`config.mk`:
```
export PLATFORM = sky130hd
export DESIGN_NAME = shared_mem_port
export DESIGN_NICKNAME = d
export VERILOG_FILES = /design/src/rtl/shared_mem_port.sv
export SDC_FILE = /design/constraint.sdc
export NUM_CORES = 1
export LEC_CHECK = 0
export CORE_UTILIZATION = 27
export CTS_CLUSTER_DIAMETER = 150
export DETAILED_ROUTE_END_ITERATION = 12
export PLACE_DENSITY = 0.82
export SETUP_SLACK_MARGIN = 0.3
export SLEW_MARGIN = 20
export SYNTH_ARGS = -nofsm -noshare
export SYNTH_HDL_FRONTEND = slang
export SYNTH_SLANG_ARGS = --single-unit
```
`constraint.sdc`:
```
create_clock -name clk -period 1.9 [get_ports clk]
set_input_delay 0.285 -clock clk [delete_from_list [all_inputs] [get_ports clk]]
set_output_delay 0.285 -clock clk [all_outputs]
set_load 0.03 [all_outputs]
```
`src/rtl/shared_mem_port.sv`:
```
// rtl/shared_mem_port.sv - per-core shared-memory port with MMIO lock handshake and tagged read return
// Optional idle-lock watchdog: define SHMEM_LOCK_TIMEOUT_EN.
module shared_mem_port #(
  parameter int NUM_THREADS     = 16,
  parameter int ADDR_WIDTH      = 12,
  parameter int DATA_WIDTH      = 32,
  parameter int URAM_RD_LATENCY = 2,
  parameter int MMIO_ADDR_WIDTH = 4,
  parameter int TIMEOUT_CYCLES  = 1024,
  localparam int TW = $clog2(NUM_THREADS),
  localparam int BE = DATA_WIDTH / 8
) (
  input  logic                       clk,
  input  logic                       reset,
  input  logic                       i_mmio_en,
  input  logic [MMIO_ADDR_WIDTH-1:0] i_mmio_addr,
  input  logic                       i_mmio_wen,
  input  logic                       i_mmio_wdata,
  input  logic [TW-1:0]              i_mmio_thread,
  output logic                       o_mmio_rdata,
  input  logic                       i_shm_en,
  input  logic [ADDR_WIDTH-1:0]      i_shm_addr,
  input  logic [DATA_WIDTH-1:0]      i_shm_wdata,
  input  logic [BE-1:0]              i_shm_be,
  input  logic [TW-1:0]              i_shm_thread,
  output logic [DATA_WIDTH-1:0]      o_shm_rdata,
  output logic                       o_shm_rvalid,
  output logic [TW-1:0]              o_shm_rthread,
  output logic                       o_shm_err,
  output logic                       o_URAM_en,
  output logic [ADDR_WIDTH-1:0]      o_URAM_addr,
  output logic [DATA_WIDTH-1:0]      o_URAM_wr_data,
  output logic                       o_URAM_wr_en,
  input  logic [DATA_WIDTH-1:0]      i_URAM_rd_data,
  input  logic                       i_uram_emptied,
  output logic                       o_core_req,
  output logic                       o_core_locked,
  input  logic                       i_core_grant
);

  if (NUM_THREADS < 2 || URAM_RD_LATENCY < 1 || (DATA_WIDTH % 8) != 0 || TIMEOUT_CYCLES < 1)
  begin : g_bad_params
    $error("shared_mem_port: unsupported parameter set");
  end

  typedef enum logic [1:0] {S_IDLE, S_REQ, S_LOCKED, S_RELEASE} state_t;

  localparam logic [MMIO_ADDR_WIDTH-1:0] A_LOCK   = MMIO_ADDR_WIDTH'(0);
  localparam logic [MMIO_ADDR_WIDTH-1:0] A_LOCKED = MMIO_ADDR_WIDTH'(1);
  localparam logic [MMIO_ADDR_WIDTH-1:0] A_EMPTY  = MMIO_ADDR_WIDTH'(2);
  localparam logic [MMIO_ADDR_WIDTH-1:0] A_OWNER  = MMIO_ADDR_WIDTH'(3);

  state_t                  state_q;
  logic [TW-1:0]           owner_q;
  logic                    req_q;
  logic                    locked_q;
  logic                    mmio_rdata_q;
  logic                    mmio_rdata_d;
  logic                    err_q;
  logic [URAM_RD_LATENCY-1:0] rv_q;
  logic [TW-1:0]           rt_q [URAM_RD_LATENCY];

  logic mmio_wr, mmio_rd, lock_wr, rel_wr, owner_locked;
  logic be_none, be_full, fwd, fwd_rd;

  assign mmio_wr      = i_mmio_en & i_mmio_wen;
  assign mmio_rd      = i_mmio_en & ~i_mmio_wen;
  assign owner_locked = (state_q == S_LOCKED) && (i_mmio_thread == owner_q);
  assign lock_wr      = mmio_wr && (i_mmio_addr == A_LOCK) && i_mmio_wdata && (state_q == S_IDLE);
  assign rel_wr       = mmio_wr && (i_mmio_addr == A_LOCK) && !i_mmio_wdata && owner_locked;

  assign be_none = ~|i_shm_be;
  assign be_full = &i_shm_be;
  assign fwd     = i_shm_en && (state_q == S_LOCKED) && (i_shm_thread == owner_q) && (be_none || be_full);
  assign fwd_rd  = fwd && be_none;

`ifdef SHMEM_LOCK_TIMEOUT_EN
  localparam int CW = (TIMEOUT_CYCLES > 2) ? $clog2(TIMEOUT_CYCLES) : 1;
  localparam logic [CW-1:0] TO_LAST = CW'(TIMEOUT_CYCLES - 1);
  localparam logic [MMIO_ADDR_WIDTH-1:0] A_TMO = MMIO_ADDR_WIDTH'(4);
  logic [CW-1:0] to_cnt_q;
  logic          to_flag_q;
  logic          flag_rd;
  assign flag_rd = mmio_rd && (i_mmio_addr == A_TMO);
`endif

  // Lock FSM; req/locked are registered alongside each transition.
  always_ff @(posedge clk or negedge reset) begin
    if (!reset) begin
      state_q  <= S_IDLE;
      owner_q  <= '0;
      req_q    <= 1'b0;
      locked_q <= 1'b0;
`ifdef SHMEM_LOCK_TIMEOUT_EN
      to_cnt_q  <= '0;
      to_flag_q <= 1'b0;
`endif
    end else begin
`ifdef SHMEM_LOCK_TIMEOUT_EN
      if (flag_rd) to_flag_q <= 1'b0;
`endif
      case (state_q)
        S_IDLE: if (lock_wr) begin
          state_q <= S_REQ;
          owner_q <= i_mmio_thread;
          req_q   <= 1'b1;
        end
        S_REQ: if (i_core_grant) begin
          state_q  <= S_LOCKED;
          locked_q <= 1'b1;
`ifdef SHMEM_LOCK_TIMEOUT_EN
          to_cnt_q <= '0;
`endif
        end
        S_LOCKED: begin
          if (rel_wr) begin
            state_q  <= S_RELEASE;
            req_q    <= 1'b0;
            locked_q <= 1'b0;
          end
`ifdef SHMEM_LOCK_TIMEOUT_EN
          else if (fwd) begin
            to_cnt_q <= '0;
          end else if (to_cnt_q == TO_LAST) begin
            state_q   <= S_RELEASE;
            req_q     <= 1'b0;
            locked_q  <= 1'b0;
            to_flag_q <= 1'b1;
          end else begin
            to_cnt_q <= to_cnt_q + 1'b1;
          end
`endif
        end
        S_RELEASE: if (!i_core_grant) state_q <= S_IDLE;
        default: state_q <= S_IDLE;
      endcase
    end
  end

  always_comb begin
    mmio_rdata_d = 1'b0;
    if (mmio_rd) begin
      case (i_mmio_addr)
        A_LOCKED: mmio_rdata_d = locked_q;
        A_EMPTY:  mmio_rdata_d = i_uram_emptied;
        A_OWNER:  mmio_rdata_d = owner_locked;
`ifdef SHMEM_LOCK_TIMEOUT_EN
        A_TMO:    mmio_rdata_d = to_flag_q;
`endif
        default:  mmio_rdata_d = 1'b0;
      endcase
    end
  end

  // Read-return tag pipeline tracks URAM latency so data and thread line up.
  always_ff @(posedge clk or negedge reset) begin
    if (!reset) begin
      rv_q         <= '0;
      err_q        <= 1'b0;
      mmio_rdata_q <= 1'b0;
      for (int i = 0; i < URAM_RD_LATENCY; i++) rt_q[i] <= '0;
    end else begin
      err_q        <= i_shm_en && !fwd;
      mmio_rdata_q <= mmio_rdata_d;
      rv_q[0]      <= fwd_rd;
      rt_q[0]      <= i_shm_thread;
      for (int i = 1; i < URAM_RD_LATENCY; i++) begin
        rv_q[i] <= rv_q[i-1];
        rt_q[i] <= rt_q[i-1];
      end
    end
  end

  assign o_mmio_rdata   = mmio_rdata_q;
  assign o_core_req     = req_q;
  assign o_core_locked  = locked_q;
  assign o_shm_err      = err_q;
  assign o_URAM_en      = fwd;
  assign o_URAM_wr_en   = fwd && be_full;
  assign o_URAM_addr    = fwd ? i_shm_addr : '0;
  assign o_URAM_wr_data = fwd ? i_shm_wdata : '0;
  assign o_shm_rvalid   = rv_q[URAM_RD_LATENCY-1];
  assign o_shm_rthread  = rv_q[URAM_RD_LATENCY-1] ? rt_q[URAM_RD_LATENCY-1] : '0;
  assign o_shm_rdata    = rv_q[URAM_RD_LATENCY-1] ? i_URAM_rd_data : '0;

endmodule

```
==> summary.md, run 1 <==
| Metric | Value |
|---|---|
| Outcome | `complete, but fails checks` |
| Violated checks | `setup timing` |
| Ports | `about 190` |
| Number of max-cap violations | `0` |
| Area grow syn2layout | `172%` |
| Layout cells sized above 1 | `a little over half` |
| Syn_area_per_cell | `8.99 um^2` |
| Final hold violation count | `0` |
| Logic pwr share | `59.9%` |
| First drt pass iteration count | `4` |
| Net Sw Power | `0.000821 W` |
| Async set-or-reset flop fraction in the synthesized netlist | `100%` |
| Hold WS | `a little under 0.3 ns` |
| Hold/Removal Path Class | `in2reg` |
| Final Net Count | `501` |
| GRT Residual Overflow | `0` |
| Internal | `about 0.0015 W` |
| #FFs+latches synth | `20` |
| CTS Buffer Depth | `2` |
| CP required | `roughly 1.6 ns` |
| Largest net degree at the start of global routing | `37` |
| Fin area | `~0.0042 mm^2` |
| Die width | `78.1 um` |
| RSZ-0062 raised after global routing | `true` |
| Maximum vdd drop | `~1100 uV` |
| Syn Inst Count | `about 170` |
| Vias in the first global route | `2229` |
| Number of remaining DRC errors | `0` |
| Post-DRT Antenna Nets | `0` |
| Worst slack, placed | `-0.474 ns` |
| Pwr dens | `551 mW/mm^2` |
| Crit path DAT | `a little under 2 ns` |
| Mapped Area | `0.00156 mm^2` |
| Syn nets | `around 280` |
| Seq/Total Area, Yosys | `32.0%` |
| Worst-path fanout max | `11` |
| N_diodes | `0` |
| WS Path Type | `in2out` |
| Clock buffer count from CTS | `3` |
| CTS tree | `yes` |
| Die H | `78.1 um` |
| Final min period | `~2.2 ns` |
| Worst path most repeated cell | `buf_6` |
| Via-per-instance ratio | `4.63` |
| Synth Warn # | `0` |
| Placed Area | `roughly 0.0035 mm^2` |
| Clock sink count | `20` |
| Period Utilization, post-route | `116%` |
| IO Port Bufs | `around 190` |
| Total Routing Usage GR | `~26%` |
| Critical-path top delay cell | `or4_4` |
| Number of synthesized flops with an enable pin | `0` |
| Leak | `just under 2 nW` |
| Core box area | `~0.0055 mm^2` |
| Crit-path leading delay family | `simple AND/OR/NAND/NOR gates` |
| Worst-path clk slew | `approximately 0.080 ns` |
| Seq pwr share | `21.6%` |
| Final WS setup | `-0.310 ns` |
| Floorplan row count | `27` |
| Vias | `about 2200` |
| Worst clock skew | `~0.0057 ns` |
| Critical path buffer and inverter count | `5` |
| Sw Ratio | `35.0%` |
| First-pass GRT wire length | `approximately 12 mm` |
| Final WL | `8.78 mm` |
| DRC violation total after the first TritonRoute iteration | `44` |
| Root Buffer | `clkbuf_8` |
| Wire per inst | `roughly 19 um` |
| Gpl congestion | `~0.89` |
| Power share of the clock group | `a little under a fifth` |
| Critical path cell sequence | `clkdlybuf4s15_1, or4_4, nand2_2, and3_4, buf_4, buf_6, buf_16, and2_4, buf_6` |
| Final setup violation count | `45` |
| Synth cell types | `35` |
| Die ar. | `about 0.0061 mm^2` |
| Achievable Freq | `~0.45 GHz` |
| Slew @ Worst Pin | `about 0.46 ns` |
| Crit. End Element | `output port` |
| Slew HR | `69.4%` |
| Antenna violations before repair | `0` |
| Starting Density | `28.2%` |
| Clk_lat worst skew | `0.26 ns` |
| DP Wirelength | `5.69 mm` |
| Critical path launch point type | `input pin` |
| Slowest cell delay on critical path | `about 0.55 ns` |
| Dominant synthesized flop cell | `dfrtp_1` |
| CTS H-Tree Depth | `1` |
| Final Max Tran Viols | `0` |
-- kinds of logic (layout without fill, tap and decap cells) --
| kind of cell | Yosys count | in the layout | share of synthesized area, % |
|---|---|---|---|
| AO/OA/AOI/OAI | 15 | 15 | 6.48 |
| XOR/XNOR | 8 | 8 | 4.48 |
| adder cells (fa/ha/maj) | 5 | 5 | 4.00 |
| buffers and inverters | 12 | 233 | 5.36 |
| flip-flops | 20 | 20 | 32.0 |
| multiplexers | 6 | 6 | 4.24 |
| AND/OR/NAND/NOR | 108 | 108 | 43.4 |
-- Yosys cell counts, types with 3 or more instances --
library cell   n  share of area [%]
dfrtp_1       20                 32
mux2_2         5                3.6
inv_1          3               0.72
nand3_1        4                1.3
buf_6          5                3.6
and2_1        80                 32
xnor2_1        5                2.8
nor2b_1        3                1.2
ha_1           5                4.0
nor2_1         4               0.96
clkbuf_1       3               0.72
o21ai_0        4                1.3
nand2_1        3               0.72
xor2_1         3                1.7
-- timing repair --
action / in CTS / in global routing
setup buffers: 17 / 6
hold buffers: 0 / 0
cloned: 3 / 0
endpoints found under the setup margin: 53 / 57
resized for setup: 97 / 30
pin swaps: 17 / 9
endpoints found under the hold margin: 0 / 0
-- cells in the final DEF (no fill, tap or decap), types with 2 or more instances in the layout --
cell	n
and2_4	43
xnor2_1	4
o21ai_1	3
ha_4	3
buf_16	3
dfrtp_1	20
buf_4	59
buf_12	5
clkdlybuf4s15_1	2
o211ai_1	2
nor2b_1	2
dlygate4sd2_1	10
and2_1	36
buf_6	54
nand3_1	2
clkdlybuf4s50_1	90
mux2_2	5
nand3_2	2
nand4_1	2
clkbuf_8	3
nor2_1	2
xor2_1	3
and3_4	2
-- per-layer routing --
metal  vias up  part of all wire [%]  GRT usage [%]
li1       1016                     -              -
met4         0                   2.7           8.89
met2        86                    55           50.2
met1      1040                    35           26.1
met3        18                   7.2           6.86
met5         -                     0              0
-- final timing paths --
path                            cells after the start  slack (ns)             from                 end
worst min-delay path                                1        0.29  i_shm_thread[0]             rt_q[4]
worst max-delay path                                9       -0.31      i_shm_be[2]  o_URAM_wr_data[20]
worst min register to register                      0        0.35          rt_q[6]             rt_q[2]
worst max register to register                      9        0.07       state_q[1]          state_q[1]
max in group asynchronous                           2        1.33            reset          state_q[1]
min in group asynchronous                           2        0.35            reset          owner_q[0]
-- through the flow --
step / cells / utilization, % / power (W) / setup TNS [ns]
finish: 467 / 76.7 / 0.00234 / -10.57
global route: 467 / 76.7 / 0.00242 / -13.94
CTS: 461 / 73.6 / 0.00188 / -9.78
detailed placement: 437 / 63.2 / 0.00121 / -20.88
global placement: 437 / 63.2 / 0.00119 / -19.80
floorplan: 174 / - / 0.000863 / 0
-- final cells by class --
| cell class | count | area (um^2) |
|---|---|---|
| clock buffers | 3 | 41.3 |
| clock inverters | 1 | 30.0 |
| fillers | 361 | 1290 |
| inverters | 3 | 16.3 |
| multi-input cells | 142 | 1300 |
| flip-flops and latches | 20 | 500 |
| well taps | 72 | 90.1 |
| repair buffers | 226 | 2270 |
-- state kept, by name, indices dropped and copies added (netlist names) --
| signal | flops |
|---|---|
| o_mmio_rdata | 1 |
| rv_q | 2 |
| state_q | 2 |
| o_shm_err | 1 |
| rt_q | 8 |
| owner_q | 4 |
| o_core_locked | 1 |
| o_core_req | 1 |
-- power by group through the flow --
stage / clock [W] / combinational (W) / sequential, W
finish: 0.000434 / 0.00140 / 0.000506
global route: 0.000452 / 0.00146 / 0.000509
detailed placement: 0 / 0.000699 / 0.000509
CTS: 0.000433 / 0.000947 / 0.000504
floorplan: 0 / 0.000344 / 0.000519
global placement: 0 / 0.000681 / 0.000507
Note: power is estimated with default switching activity, not from simulation.
==> inputs of run 2 (changes only) <==
--- a/config.mk
+++ b/config.mk
@@ -8,6 +8,7 @@
 export CORE_UTILIZATION = 27
 export CTS_CLUSTER_DIAMETER = 150
 export DETAILED_ROUTE_END_ITERATION = 12
+export HOLD_SLACK_MARGIN = 0.12
 export PLACE_DENSITY = 0.82
 export SETUP_SLACK_MARGIN = 0.3
 export SLEW_MARGIN = 20
==> results of run 2 <==
Same layout as run 1: the final DEF is identical, and so are final timing and power.
==> inputs of run 3 (changes only) <==
--- a/config.mk
+++ b/config.mk
@@ -5,11 +5,11 @@
 export SDC_FILE = /design/constraint.sdc
 export NUM_CORES = 1
 export LEC_CHECK = 0
-export CORE_UTILIZATION = 27
+export CORE_UTILIZATION = 24
 export CTS_CLUSTER_DIAMETER = 150
 export DETAILED_ROUTE_END_ITERATION = 12
 export HOLD_SLACK_MARGIN = 0.12
-export PLACE_DENSITY = 0.82
+export PLACE_DENSITY = 0.77
 export SETUP_SLACK_MARGIN = 0.3
 export SLEW_MARGIN = 20
 export SYNTH_ARGS = -nofsm -noshare
==> constraint.sdc (replaced) <==
create_clock -name clk -period 1.85 [get_ports clk]
set_input_delay 0.2775 -clock clk [delete_from_list [all_inputs] [get_ports clk]]
set_output_delay 0.2775 -clock clk [all_outputs]
set_load 0.03 [all_outputs]
==> run 3 against run 2 <==
The flow still finishes with violations (setup timing). Cell count up 1.5%. Global-route usage fell by 4.2 points. Sequential power grew 3%. Critical path type unchanged. Largest power group unchanged.
==> summary.md, run 3 (synthesis gave the netlist of run 1 again) <==
| Metric | Value |
|---|---|
| Outcome | `complete, but fails checks` |
| Violated checks | `setup timing` |
| Number of flip-flops in the largest register | `8` |
| N_diodes | `0` |
| Seq pwr share | `between 20 and 30%` |
| Area grow syn2layout | `176%` |
| Overall Power | `roughly 0.0021 W` |
| Most frequent cells in the layout | `88 x clkdlybuf4s50_1, 61 x buf_4, 52 x buf_6, 43 x and2_4, 36 x and2_1` |
| DRC violation total after the first TritonRoute iteration | `40` |
| Period Utilization, post-route | `119%` |
| Ports | `~190` |
| Net Sw Power | `between 0.0007 and 0.0008 W` |
| Antenna violations before repair | `0` |
| Achievable Freq | `approximately 0.46 GHz` |
| Largest reg by FF count | `rt_q` |
| Crit. End Element | `output port` |
| Reg-to-Reg End | `state_q[1]` |
| Vias in the first global route | `approximately 2100` |
| Die H | `82.7 um` |
| Final WS setup | `-0.346 ns` |
| Gr busiest metal | `met2` |
| Clock buffer count from CTS | `3` |
| Floorplan row count | `29` |
| Final Max Tran Viols | `0` |
| Largest regs | `rt_q: 8 flops, owner_q: 4 flops` |
| IO Port Bufs | `186` |
| Worst-path clk slew | `~0.070 ns` |
| Final setup violation count | `45` |
| Maximum vdd drop | `560 uV` |
| Critical path launch point type | `input pin` |
| Post-DRT Antenna Nets | `0` |
| Critical-path top delay cell | `or4_4` |
| CTS tree | `yes` |
| Final WL | `between 8 and 9 mm` |
| First-pass GRT wire length | `10.8 mm` |
| Final Net Count | `504` |
| Grt met3 use | `between 3 and 4%` |
| DP Wirelength | `between 5 and 6 mm` |
| Total Routing Usage GR | `21.6%` |
| Starting Density | `24.8%` |
| CTS Hold Buffers Added | `0` |
| GRT Residual Overflow | `0` |
| Internal | `between 0.001 and 0.0015 W` |
| Sw Ratio | `34.0%` |
| Clock sink count | `20` |
| Clk_lat worst skew | `0.25 ns` |
| Crit path DAT | `roughly 1.9 ns` |
| Commonest non-fill, non-tap cell in the layout | `clkdlybuf4s50_1` |
| CP required | `~1.6 ns` |
| Slew @ Worst Pin | `0.359 ns` |
| Reg2reg start | `state_q[0]` |
| Worst hold start | `i_shm_thread[0]` |
| Placed Area | `0.00356 mm^2` |
| Worst path most repeated cell | `buf_6` |
| Hold/Removal Path Class | `in2reg` |
| R2R cell count | `7` |
| CTS H-Tree Depth | `1` |
| Slew HR | `76.0%` |
| Slowest cell delay on critical path | `just over 0.5 ns` |
| Number of remaining DRC errors | `0` |
| Root Buffer | `clkbuf_8` |
| Pwr dens | `484 mW/mm^2` |
| Layout cells sized above 1 | `between 50% and 60%` |
| Via-per-instance ratio | `roughly 4.5` |
| Leak | `between 2 and 2.5 nW` |
| Worst-path fanout max | `6` |
| Core box area | `roughly 0.0063 mm^2` |
| RSZ-0062 raised after global routing | `true` |
| Power share of the clock group | `roughly an eighth` |
| Die ar. | `between 0.006 and 0.007 mm^2` |
| Critical path cell sequence | `dlygate4sd2_1, or4_4, nand2_1, and3_4, buf_6, buf_6, buf_16, and2_4, buf_6` |
| Logic pwr share | `between 60% and 70%` |
| Worst clock skew | `a little over 0.0008 ns` |
| Die width | `82.7 um` |
| Met2 Usage GRT | `roughly 43%` |
| CTS Buffer Depth | `2` |
| First drt pass iteration count | `6` |
| WS Path Type | `in2out` |
| Number of max-cap violations | `0` |
| Gpl congestion | `0.834` |
| Vias | `2123` |
| Fin area | `0.00431 mm^2` |
| Final min period | `2.20 ns` |
| Hold Path Cell Cnt | `1` |
| Met1 Track Usage GR | `22.3%` |
| R2R Setup Slk | `~0.23 ns` |
| Min-Delay Endpoint | `rt_q[4]` |
| Largest net degree at the start of global routing | `38` |
| Wire per inst | `17.2 um` |
| Final hold violation count | `0` |
-- run 3: cell count changes in the layout (fill, tap and decap cells not counted), sizes merged --
cell and change:
buf +3, bufinv -1, clkdlybuf4s15 -1, clkdlybuf4s50 -2
dlygate4sd2 +2, dlymetal6s2s +1
-- run 3: worst max path at each step --
stage,end,cells past startpoint,startpoint,slack [ns]
after floorplan,o_URAM_wr_data[22],8,state_q[0],0.03
after global placement,o_URAM_wr_data[30],7,i_shm_be[1],-0.49
after detailed placement,o_URAM_wr_data[25],7,i_shm_be[1],-0.50
after CTS,o_URAM_wr_data[25],9,owner_q[3],-0.35
after global routing,o_URAM_wr_data[4],9,owner_q[2],-0.42
final,o_URAM_wr_data[4],9,i_shm_be[0],-0.35
-- run 3: layout make-up --
class / instances / area, um^2
inverters: 3 / 18.8
clock buffers: 3 / 41.3
multi-input cells: 142 / 1290
well taps: 77 / 96.3
flip-flops and latches: 20 / 500
repair buffers: 229 / 2360
fillers: 508 / 2000
-- run 3: metrics by stage --
step	setup WS [ns]	instances	TNS, ns	utilization, %	hold WS (ns)
after global placement	-0.491	449	-21.62	56.4	0.333
final	-0.346	474	-13.21	68.3	0.298
after global routing	-0.417	474	-16.63	68.3	0.301
after detailed placement	-0.499	449	-22.25	56.4	0.335
after CTS	-0.346	470	-13.17	66.2	0.294
after floorplan	0.0253	174	0	-	-0.0181
-- run 3: worst max-delay path: cells and delay by family --
family	cells	cell delay, ns
buf+inv	5	0.68
simple gates	4	0.93
-- run 3: routing by layer --
layer	part of all wire (%)	wire length (um)
met5	0	0
met1	35	2890
met4	2.7	217
met3	6.7	546
met2	55	4500
-- run 3: power by group through the flow --
stage	clock [W]	combinational, W	sequential (W)
after global routing	0.000313	0.00137	0.000526
after floorplan	0	0.000353	0.000533
after detailed placement	0	0.000754	0.000523
final	0.000274	0.00129	0.000521
after CTS	0.000283	0.00108	0.000521
after global placement	0	0.000734	0.000518
-- run 3: what timing repair did --
action | CTS | global route
buffers inserted | 13 | 3
pin swaps | 17 | 11
setup endpoints to repair | 56 | 57
cloned | 5 | 1
gates resized for setup | 106 | 20
